===== config.mk =====
export PLATFORM = sky130hd
export DESIGN_NAME = rv32_pipeline_ctrl
export DESIGN_NICKNAME = d
export VERILOG_FILES = /design/src/rtl/rv32_pipeline_ctrl.sv
export SDC_FILE = /design/constraint.sdc
export NUM_CORES = 1
export LEC_CHECK = 0
export ABC_AREA = 1
export ABC_CLOCK_PERIOD_IN_PS = 2500
export BUFFER_PORTS_ARGS = -buffer_cell sky130_fd_sc_hd__buf_2
export CAP_MARGIN = 20
export CORE_ASPECT_RATIO = 1.5
export CORE_MARGIN = 1.5
export CORE_UTILIZATION = 29
export CTS_CLUSTER_SIZE = 10
export DETAILED_ROUTE_END_ITERATION = 10
export MAX_ROUTING_LAYER = met4
export RECOVER_POWER = 100
export REMOVE_ABC_BUFFERS = 1
export SLEW_MARGIN = 40
export SYNTH_ARGS = -nofsm -noshare
export SYNTH_HDL_FRONTEND = slang
export SYNTH_SLANG_ARGS = --single-unit

===== constraint.sdc =====
create_clock -name clk -period 2.5 [get_ports clk]
set_clock_uncertainty 0.1 [all_clocks]
set_input_delay 0.375 -clock clk [delete_from_list [all_inputs] [get_ports clk]]
set_output_delay 0.375 -clock clk [all_outputs]
set_load 0.005 [all_outputs]

===== src/rtl/rv32_pipeline_ctrl.sv =====
`default_nettype none
// ============================================================================
// Module   : rv32_pipeline_ctrl
// Brief    : Hazard, forwarding and flush control for the 5-stage rv32i pipe,
//            plus instret / stall-cycle debug counters.
//            Define PIPE_FWD_EN for EX/MEM and MEM/WB forwarding; without it
//            every RAW dependency stalls until the producer has left WB.
// Revision : 1.0 - initial release
// ============================================================================
module rv32_pipeline_ctrl #(
    parameter int REG_ADDR_W = 5,
    parameter int CNT_W      = 32
) (
    input  logic                  clk,
    input  logic                  rst,
    input  logic                  id_valid,
    input  logic [REG_ADDR_W-1:0] id_rs1,
    input  logic [REG_ADDR_W-1:0] id_rs2,
    input  logic                  id_use_rs1,
    input  logic                  id_use_rs2,
    input  logic [REG_ADDR_W-1:0] id_rd,
    input  logic                  id_reg_write,
    input  logic                  id_mem_read,
    input  logic                  ex_redirect,
    input  logic                  ext_stall,
    output logic                  pc_en,
    output logic                  ifid_en,
    output logic                  ifid_flush,
    output logic                  idex_bubble,
    output logic [1:0]            fwd_a,
    output logic [1:0]            fwd_b,
    output logic [CNT_W-1:0]      instret,
    output logic [CNT_W-1:0]      stall_cnt
);

    localparam logic [1:0] c_fwd_rf  = 2'b00;
    localparam logic [1:0] c_fwd_mem = 2'b01;
    localparam logic [1:0] c_fwd_wb  = 2'b10;

    logic                  r_ex_valid, r_ex_reg_write, r_ex_mem_read;
    logic [REG_ADDR_W-1:0] r_ex_rd, r_ex_rs1, r_ex_rs2;
    logic                  r_mem_valid, r_mem_reg_write, r_mem_mem_read;
    logic [REG_ADDR_W-1:0] r_mem_rd;
    logic                  r_wb_valid, r_wb_reg_write, r_wb_mem_read;
    logic [REG_ADDR_W-1:0] r_wb_rd;
    logic [CNT_W-1:0]      r_instret, r_stall_cnt;
    logic                  w_hazard;

    // x0 is hardwired to zero, so it can never carry a dependency
    function automatic logic f_match(input logic v, input logic rw,
                                     input logic [REG_ADDR_W-1:0] rd,
                                     input logic [REG_ADDR_W-1:0] r);
        return v & rw & (rd != '0) & (rd == r);
    endfunction

    function automatic logic f_id_dep(input logic v, input logic rw,
                                      input logic [REG_ADDR_W-1:0] rd);
        return (id_use_rs1 & f_match(v, rw, rd, id_rs1)) |
               (id_use_rs2 & f_match(v, rw, rd, id_rs2));
    endfunction

`ifdef PIPE_FWD_EN
    // A load result is only available after MEM, so the EX/MEM path skips loads
    always_comb begin
        w_hazard = id_valid & r_ex_mem_read &
                   f_id_dep(r_ex_valid, r_ex_reg_write, r_ex_rd);
        fwd_a = c_fwd_rf;
        fwd_b = c_fwd_rf;
        if (f_match(r_mem_valid, r_mem_reg_write, r_mem_rd, r_ex_rs1) & !r_mem_mem_read)
            fwd_a = c_fwd_mem;
        else if (f_match(r_wb_valid, r_wb_reg_write, r_wb_rd, r_ex_rs1))
            fwd_a = c_fwd_wb;
        if (f_match(r_mem_valid, r_mem_reg_write, r_mem_rd, r_ex_rs2) & !r_mem_mem_read)
            fwd_b = c_fwd_mem;
        else if (f_match(r_wb_valid, r_wb_reg_write, r_wb_rd, r_ex_rs2))
            fwd_b = c_fwd_wb;
    end

    logic w_unused;
    assign w_unused = r_wb_mem_read;
`else
    // The regfile has no write-through, so the producer must leave WB first
    always_comb begin
        w_hazard = id_valid & (f_id_dep(r_ex_valid,  r_ex_reg_write,  r_ex_rd)  |
                               f_id_dep(r_mem_valid, r_mem_reg_write, r_mem_rd) |
                               f_id_dep(r_wb_valid,  r_wb_reg_write,  r_wb_rd));
        fwd_a = c_fwd_rf;
        fwd_b = c_fwd_rf;
    end

    logic w_unused;
    assign w_unused = ^{r_ex_rs1, r_ex_rs2, r_ex_mem_read, r_mem_mem_read, r_wb_mem_read};
`endif

    always_comb begin
        pc_en       = 1'b1;
        ifid_en     = 1'b1;
        ifid_flush  = 1'b0;
        idex_bubble = 1'b0;
        if (ext_stall) begin
            pc_en   = 1'b0;
            ifid_en = 1'b0;
        end else if (ex_redirect) begin
            ifid_flush  = 1'b1;
            idex_bubble = 1'b1;
        end else if (w_hazard) begin
            pc_en       = 1'b0;
            ifid_en     = 1'b0;
            idex_bubble = 1'b1;
        end
    end

    always_ff @(posedge clk) begin
        if (rst) begin
            r_ex_valid      <= 1'b0;
            r_ex_reg_write  <= 1'b0;
            r_ex_mem_read   <= 1'b0;
            r_ex_rd         <= '0;
            r_ex_rs1        <= '0;
            r_ex_rs2        <= '0;
            r_mem_valid     <= 1'b0;
            r_mem_reg_write <= 1'b0;
            r_mem_mem_read  <= 1'b0;
            r_mem_rd        <= '0;
            r_wb_valid      <= 1'b0;
            r_wb_reg_write  <= 1'b0;
            r_wb_mem_read   <= 1'b0;
            r_wb_rd         <= '0;
            r_instret       <= '0;
            r_stall_cnt     <= '0;
        end else if (!ext_stall) begin
            r_wb_valid      <= r_mem_valid;
            r_wb_reg_write  <= r_mem_reg_write;
            r_wb_mem_read   <= r_mem_mem_read;
            r_wb_rd         <= r_mem_rd;
            r_mem_valid     <= r_ex_valid;
            r_mem_reg_write <= r_ex_reg_write;
            r_mem_mem_read  <= r_ex_mem_read;
            r_mem_rd        <= r_ex_rd;
            if (idex_bubble) begin
                r_ex_valid     <= 1'b0;
                r_ex_reg_write <= 1'b0;
                r_ex_mem_read  <= 1'b0;
                r_ex_rd        <= '0;
                r_ex_rs1       <= '0;
                r_ex_rs2       <= '0;
            end else begin
                r_ex_valid     <= id_valid;
                r_ex_reg_write <= id_reg_write;
                r_ex_mem_read  <= id_mem_read;
                r_ex_rd        <= id_rd;
                r_ex_rs1       <= id_rs1;
                r_ex_rs2       <= id_rs2;
            end
            r_instret   <= r_instret + {{(CNT_W-1){1'b0}}, r_wb_valid};
            r_stall_cnt <= r_stall_cnt + {{(CNT_W-1){1'b0}}, (w_hazard & !ex_redirect)};
        end
    end

    assign instret   = r_instret;
    assign stall_cnt = r_stall_cnt;

endmodule
`default_nettype wire

==> run_results.csv, run 1 <==
group,metric,value,unit
synthesis,yosys-top-cells-area,"dfxtp_1 36%, nand2_1 13%, nor2_1 9.9%",
synthesis,synth_area,4680,sq um
clock_network,cts.htree.levels,3,
pwr,intPower,2.32,mW
worst_setup_path,cp-start-kind,"flop",
drt,dr.pass1.iters,5,
synthesis,ys_seq_elements,85,
sta,rsz0062_at_grt,"yes",
status,status,"finished, violations left",
global_route,grt_max_degree,31,
pwr,ir_worst_vdd,0.254,mV
synthesis,synthTopCellsByCount,"164 x nand2_1, 124 x nor2_1, 96 x inv_1",
sta,setup_viol_count_final,15,
sta,hold_viol_final,0,
layout,area_growth,35.5,%
synthesis,synth_edf_count,0,
global_route,grt_pass1_wl,22400,um
layout,final-seq-area,1740,sq um
pwr,power_density,483,nW/um^2
worst_setup_path,crit_buf_inv,4,
placed_design,place.gp.congestion,0.921,
drt,route.detailed.drc,0,
drt,postRouteAntennaNets,0,
synthesis,synth_ff_type,"dfxtp_1",
worst_setup_path,cp_cell_sequence,"buf_6 > nand2_2 > nand2_2 > nor2_2 > nand3_1 > nand2_1 > nand2_1 > nand3_2 > nand3_2 > inv_2 > ha_4 > buf_12 > ha_4 > nand2_4 > nor2_4 > nand2_2 > nor2_4 > nand2_2 > inv_2 > nand4_1 > o21ai_1 > a21oi_1",
clock_network,clock_latency,0.34,ns
die,initial_core_util,29.8,%
clock_network,clk_pin_slew,0.07,ns
die,num_io_pins,96,
worst_setup_path,crit_path_frequent_cell,"nand2_2",
synthesis,synth_compound_area_share,11.4,%
worst_setup_path,slowest_delay,0.32,ns
worst_setup_path,cpLargestDelayFamily,"simple AND/OR/NAND/NOR gates",
hold_path,worstHoldPathType,"input port to flop",
layout,drive_gt1_share,25.5,%
layout,final_nets,898,
worst_setup_path,cp_max_fo,4,
sta,period_share,103,%
drt,vias_per_cell,4.64,
synthesis,avgSynthCellArea,6.45,sq um
layout,final_core_util,40.4,%
synthesis,synth_most_common_cell,"nand2_1",
synthesis,muxShareOfSynthArea,0,%
placed_design,placed_cell_area,5620,sq um
worst_setup_path,r2r_end,"stall_cnt[30]$_SDFFE_PP0N_",
pwr,switching_share,24.3,%
placed_design,io_buffers,90,
synthesis,async_flop_share,0,%
clock_network,cts_sinks,85,
pwr,power_frac_clock,45.0,%
hold_path,min_path_cells,5,
die,die_w,107,um
sta,timing.fmax,0.387,GHz
die,dieArea,16900,sq um
clock_network,cts_buffers,9,
synthesis,synth.distinct_cells,38,
die,core-area,15700,sq um
synthesis,synth_cells,726,
worst_setup_path,crit_arrival,2.72,ns
global_route,grt_usage,17.4,%
worst_setup_path,critPathRequiredTime,2.63,ns
placed_design,hpwl,10900,um
sta,hold_ws,0.267,ns
status,violations,"negative setup slack",
hold_path,min-delay-start,"id_rd[3]",
sta,worstMarginPinSlew,0.961,ns
worst_setup_path,critPathKind,"flop to flop",
placed_design,pre_cts_ws,-0.428,ns
sta,relSlewSlack,35.9,%
synthesis,synthSimpleGateAreaFrac,37.7,%
pwr,p_comb_share,9.2,%
worst_setup_path,worst_setup_path_end_kind,"flop",
die,rows,56,
global_route,grt-ovfl-total,0,
hold_path,holdPathEnd,"r_ex_rd[3]$_SDFFE_PP0N_",
synthesis,seq_area_frac_synth,36.4,%
drt,post_drt_wl_per_cell,13.4,um
synthesis,synthAdderAreaFrac,1.07,%
drt,first_iter_violations,162,
synthesis,synth_top_family_by_area,"simple AND/OR/NAND/NOR gates",
sta,finalWorstSetupSlack,-0.0852,ns
worst_setup_path,crit_path_top_delay_cell,"dfxtp_2",
drt,num_vias,5007,
global_route,grt_pass1_vias,4667,
clock_network,cts_tree,"yes",
clock_network,cts_buffer_depth,2,
layout,multi_input_area,2790,sq um
synthesis,synthXorXnorAreaFrac,3.37,%
pwr,p_sw,0.746,mW
sta,maxSlewViolCount,0,
global_route,antenna_found_initial,0,
pwr,pwr-share-seq,45.8,%
layout,final_area,6340,sq um
synthesis,synth_top_area_share,36.4,%
worst_setup_path,r2r_slack,-0.09,ns
layout,fillers,1717,
worst_setup_path,worstRegToRegCells,22,
worst_setup_path,r2r_start,"r_mem_rd[2]$_SDFFE_PP0N_",
drt,routed_wl,14400,um
layout,diodes,0,
synthesis,yosys.area.top_type,"dfxtp_1",
pwr,power.leakage,2.67,nW
pwr,finalPower,3.06,mW
clock_network,cts-root-buf,"clkbuf_16",
job,cap_violations,0,
synthesis,yosys_warnings,0,
die,dieHeight,159,um
sta,min_period,2.59,ns
worst reg2reg max path, cell delays in order (launching register included):
cell	delay (ns)
dfxtp_2	0.32
buf_6	0.12
nand2_2	0.06
nand2_2	0.05
nor2_2	0.13
nand3_1	0.09
nand2_1	0.08
nand2_1	0.06
nand3_2	0.07
nand3_2	0.06
inv_2	0.07
ha_4	0.16
buf_12	0.10
ha_4	0.15
nand2_4	0.07
nor2_4	0.10
nand2_2	0.09
nor2_4	0.11
nand2_2	0.09
inv_2	0.08
nand4_1	0.10
o21ai_1	0.16
a21oi_1	0.05
layer usage:
layer / up-vias / global-route usage (%) / wire, um
met1: 2283 / 18.3 / 5840
met2: 98 / 32.5 / 7860
met3: 21 / 2.54 / 404
met5: - / - / 0
li1: 2605 / - / -
met4: 0 / 7.11 / 310
state kept, by name, indices dropped and copies added (netlist names):
name / flops
r_wb_valid: 1
r_wb_reg_write: 1
r_wb_rd: 5
r_ex_valid: 1
r_ex_reg_write: 1
r_mem_reg_write: 1
instret: 32
r_mem_valid: 1
stall_cnt: 32
r_ex_rd: 5
r_mem_rd: 5
cell usage in the layout (no fill, tap or decap), types with 14 or more instances in the layout:
master    instances
nor3_1           23
nand2_2          25
nand2_1         139
clkbuf_1         54
buf_4            50
dfxtp_1          70
nand3_1          27
buf_2            40
inv_1            81
nand4_1          24
nor2_1          108
o21ai_0          36
a21oi_1          47
inv_2            14
power by group through the flow:
stage	Sequential, mW	Combinational, mW	Clock, mW
detailed placement	1.43	0.255	0
global route	1.41	0.316	1.49
global placement	1.43	0.254	0
CTS	1.40	0.259	1.42
finish	1.40	0.281	1.38
floorplan	1.43	0.124	0
how the worst max path moves through the flow:
stage / startpoint / end / slack [ns] / cells after the start
2_1_floorplan: id_rs2[4] / stall_cnt[30]$_SDFFE_PP0N_ / 0.14 / 20
3_3_place_gp: id_rs1[4] / stall_cnt[30]$_SDFFE_PP0N_ / -0.38 / 22
3_5_place_dp: id_rs1[4] / stall_cnt[22]$_SDFFE_PP0N_ / -0.43 / 22
4_1_cts: r_wb_rd[2]$_SDFFE_PP0N_ / stall_cnt[22]$_SDFFE_PP0N_ / -0.003 / 21
5_1_grt: r_wb_rd[2]$_SDFFE_PP0N_ / stall_cnt[23]$_SDFFE_PP0N_ / -0.26 / 20
6_report: r_mem_rd[2]$_SDFFE_PP0N_ / stall_cnt[30]$_SDFFE_PP0N_ / -0.09 / 22
logic make-up (layout without fill, tap and decap cells):
group                      after synthesis  in the layout
AOI/OAI and AO/OA                      101            101
and+or+nand+nor                        398            398
xor gates and xnor gates                18             18
adders and majority gates                4              4
DFF                                     85             85
buffers and inverters                  119            265
other                                    1              4
what timing repair did:
| item | 4_1_cts | 5_1_grt |
|---|---|---|
| hold buffers | 0 | 0 |
| setup endpoints to repair | 24 | 26 |
| gates resized for setup | 36 | 100 |
| buffers inserted | 5 | 13 |
| pin swaps | 9 | 65 |
final cells by class:
cell class	count	share of cell area, %
flip-flops and latches	85	27.4
clock inverters	3	0.691
clock buffers	13	4.10
repair buffers	152	14.0
multi-input cells	525	44.0
well taps	203	4.01
inverters	97	5.82
per-stage QoR:
| stage | cells | setup TNS, ns |
|---|---|---|
| after floorplan | 707 | 0 |
| after global placement | 1044 | -6.63 |
| after detailed placement | 1044 | -7.33 |
| after CTS | 1065 | -0.00330 |
| after global routing | 1078 | -4.23 |
| final | 1078 | -0.488 |
Note: power is estimated with default switching activity, not from simulation.
==> run 2: changes to the inputs <==
--- a/config.mk
+++ b/config.mk
@@ -15,8 +15,9 @@
 export CTS_CLUSTER_SIZE = 10
 export DETAILED_ROUTE_END_ITERATION = 10
 export MAX_ROUTING_LAYER = met4
-export RECOVER_POWER = 100
+export RECOVER_POWER = 50
 export REMOVE_ABC_BUFFERS = 1
+export SKIP_CTS_REPAIR_TIMING = 1
 export SLEW_MARGIN = 40
 export SYNTH_ARGS = -nofsm -noshare
 export SYNTH_HDL_FRONTEND = slang
==> run 2 against run 1 <==
- critical path type unchanged
- largest cell class unchanged
- via count is 1.1% lower
- count of clock-buffer cells in the layout stayed put
- wire length is 1.0% lower
- clock power hardly changed
- design area is 1.6% lower
- global-route usage is 0.089 points lower
- critical path depth is 2 lower
- hold slack worse by 0.0042 ns
- register-to-register slack hardly changed
- non-clock buffer count is 8 lower
- the flow still finishes with violations (negative setup slack)
- power is 0.28% lower
- utilization is 0.66 points lower
==> run_results.csv, run 2 (synthesized netlist as in run 1, its figures left out) <==
group,metric,value,unit
worst_setup_path,crit_arrival,2.69,ns
worst_setup_path,critPathRequiredTime,2.62,ns
layout,fillers,1734,
clock_network,clk_pin_slew,0.06,ns
pwr,power.leakage,2.68,nW
placed_design,pre_cts_ws,-0.428,ns
layout,final_common_cell,"nand2_1",
sta,rsz0062_at_grt,"yes",
placed_design,placed_cell_area,5620,sq um
die,dieArea,16900,sq um
status,violations,"negative setup slack",
sta,tns,-0.526,ns
worst_setup_path,setup.worst_path.end,"stall_cnt[23]$_SDFFE_PP0N_",
clock_network,cts_tree,"yes",
global_route,antenna_found_initial,0,
global_route,grt-ovfl-total,0,
worst_setup_path,worstRegToRegCells,20,
drt,postRouteAntennaNets,0,
layout,final_core_util,39.7,%
global_route,grt_pass1_wl,22300,um
sta,setup_viol_count_final,13,
job,cap_violations,0,
worst_setup_path,r2r_end,"stall_cnt[23]$_SDFFE_PP0N_",
hold_path,worstHoldPathType,"input port to flop",
layout,fin_cells,1070,
worst_setup_path,cp-start-kind,"flop",
clock_network,cts_buffers,9,
worst_setup_path,cp_max_fo,4,
drt,routed_wl,14300,um
layout,drive_gt1_share,25.4,%
placed_design,io_buffers,90,
layout,final_cell_mix,"144 x nand2_1, 109 x nor2_1, 83 x inv_1",
clock_network,cts.htree.levels,3,
sta,worstMarginPinSlew,1.10,ns
layout,final_area,6240,sq um
worst_setup_path,worst_setup_path_end_kind,"flop",
layout,area_growth,33.3,%
sta,timing.fmax,0.389,GHz
clock_network,cts_buffer_depth,2,
drt,first_iter_violations,175,
clock_network,clock_latency,0.34,ns
worst_setup_path,crit_start,"r_wb_rd[2]$_SDFFE_PP0N_",
drt,route.detailed.drc,0,
global_route,grt_max_degree,31,
placed_design,placed_cells,1044,
clock_network,cts-root-buf,"clkbuf_16",
pwr,finalPower,3.06,mW
worst_setup_path,r2r_slack,-0.07,ns
die,die_w,107,um
global_route,grt_usage,17.3,%
sta,hold_viol_final,0,
status,status,"finished, violations left",
pwr,ir_worst_vdd,0.254,mV
drt,post_drt_wl_per_cell,13.3,um
worst_setup_path,r2r_start,"r_wb_rd[2]$_SDFFE_PP0N_",
pwr,power_density,490,nW/um^2
sta,finalWorstSetupSlack,-0.0707,ns
sta,relSlewSlack,26.6,%
layout,final-seq-area,1740,sq um
drt,dr.pass1.iters,4,
sta,min_period,2.57,ns
worst_setup_path,critPathKind,"flop to flop",
layout,final_nets,890,
die,num_io_pins,96,
sta,hold_ws,0.263,ns
sta,maxSlewViolCount,0,
placed_design,place.gp.congestion,0.921,
die,rows,56,
drt,num_vias,4954,
die,core-area,15700,sq um
drt,vias_per_cell,4.63,
die,dieHeight,159,um
sta,period_share,103,%
clock_network,cts_sinks,85,
placed_design,hpwl,10900,um
die,initial_core_util,29.8,%
layout,multi_input_area,2750,sq um
global_route,grt_pass1_vias,4621,
layout,diodes,0,
## run 2: layout make-up
cell class	count	share of cell area, %
Clock buffer	13	4.17
Clock inverter	3	0.702
Sequential cell	85	27.9
Timing Repair Buffer	144	13.0
Tap cell	203	4.07
Multi-Input combinational cell	525	44.1
Inverter	97	6.00
## run 2: critical path: stages (launching register included)
cell and delay [ns]:
dfxtp_2 0.35, inv_2 0.06, nand2_2 0.06, nand2_2 0.06, nor2_2 0.14, nand3_1 0.09
nand2_1 0.10, nand2_1 0.07, nand3_2 0.08, nand3_2 0.06, inv_2 0.07, ha_4 0.16
inv_4 0.04, nor3_4 0.25, nand3_4 0.17, nor2_4 0.17, nand2_4 0.07, nor2_4 0.11
nand2_2 0.08, o21ai_1 0.12, a21oi_1 0.06
## run 2: power breakdown
part | internal (mW) | total, mW | switching, mW
Sequential | 1.38 | 1.40 | 0.0257
Clock | 0.830 | 1.37 | 0.542
Combinational | 0.110 | 0.281 | 0.172
Total | 2.32 | 3.06 | 0.739
## run 2: worst min-delay path by stage
stage / startpoint / cells after the start / to / slack, ns
after floorplan: rst / 1 / r_ex_rd[0]$_SDFFE_PP0N_ / 0.34
after global placement: instret[30]$_SDFFE_PP0N_ / 2 / instret[30]$_SDFFE_PP0N_ / 0.37
after detailed placement: instret[30]$_SDFFE_PP0N_ / 2 / instret[30]$_SDFFE_PP0N_ / 0.37
after CTS: id_rd[1] / 5 / r_ex_rd[1]$_SDFFE_PP0N_ / 0.26
after global routing: id_rd[1] / 5 / r_ex_rd[1]$_SDFFE_PP0N_ / 0.27
final: id_rd[3] / 5 / r_ex_rd[3]$_SDFFE_PP0N_ / 0.26
## run 2: routing by layer
layer	GRT usage [%]	share of wire, %	routed length (um)
met5	-	0	0
met4	6.79	2.9	412
met3	2.54	3.2	458
met2	32.3	53	7620
met1	18.3	41	5780
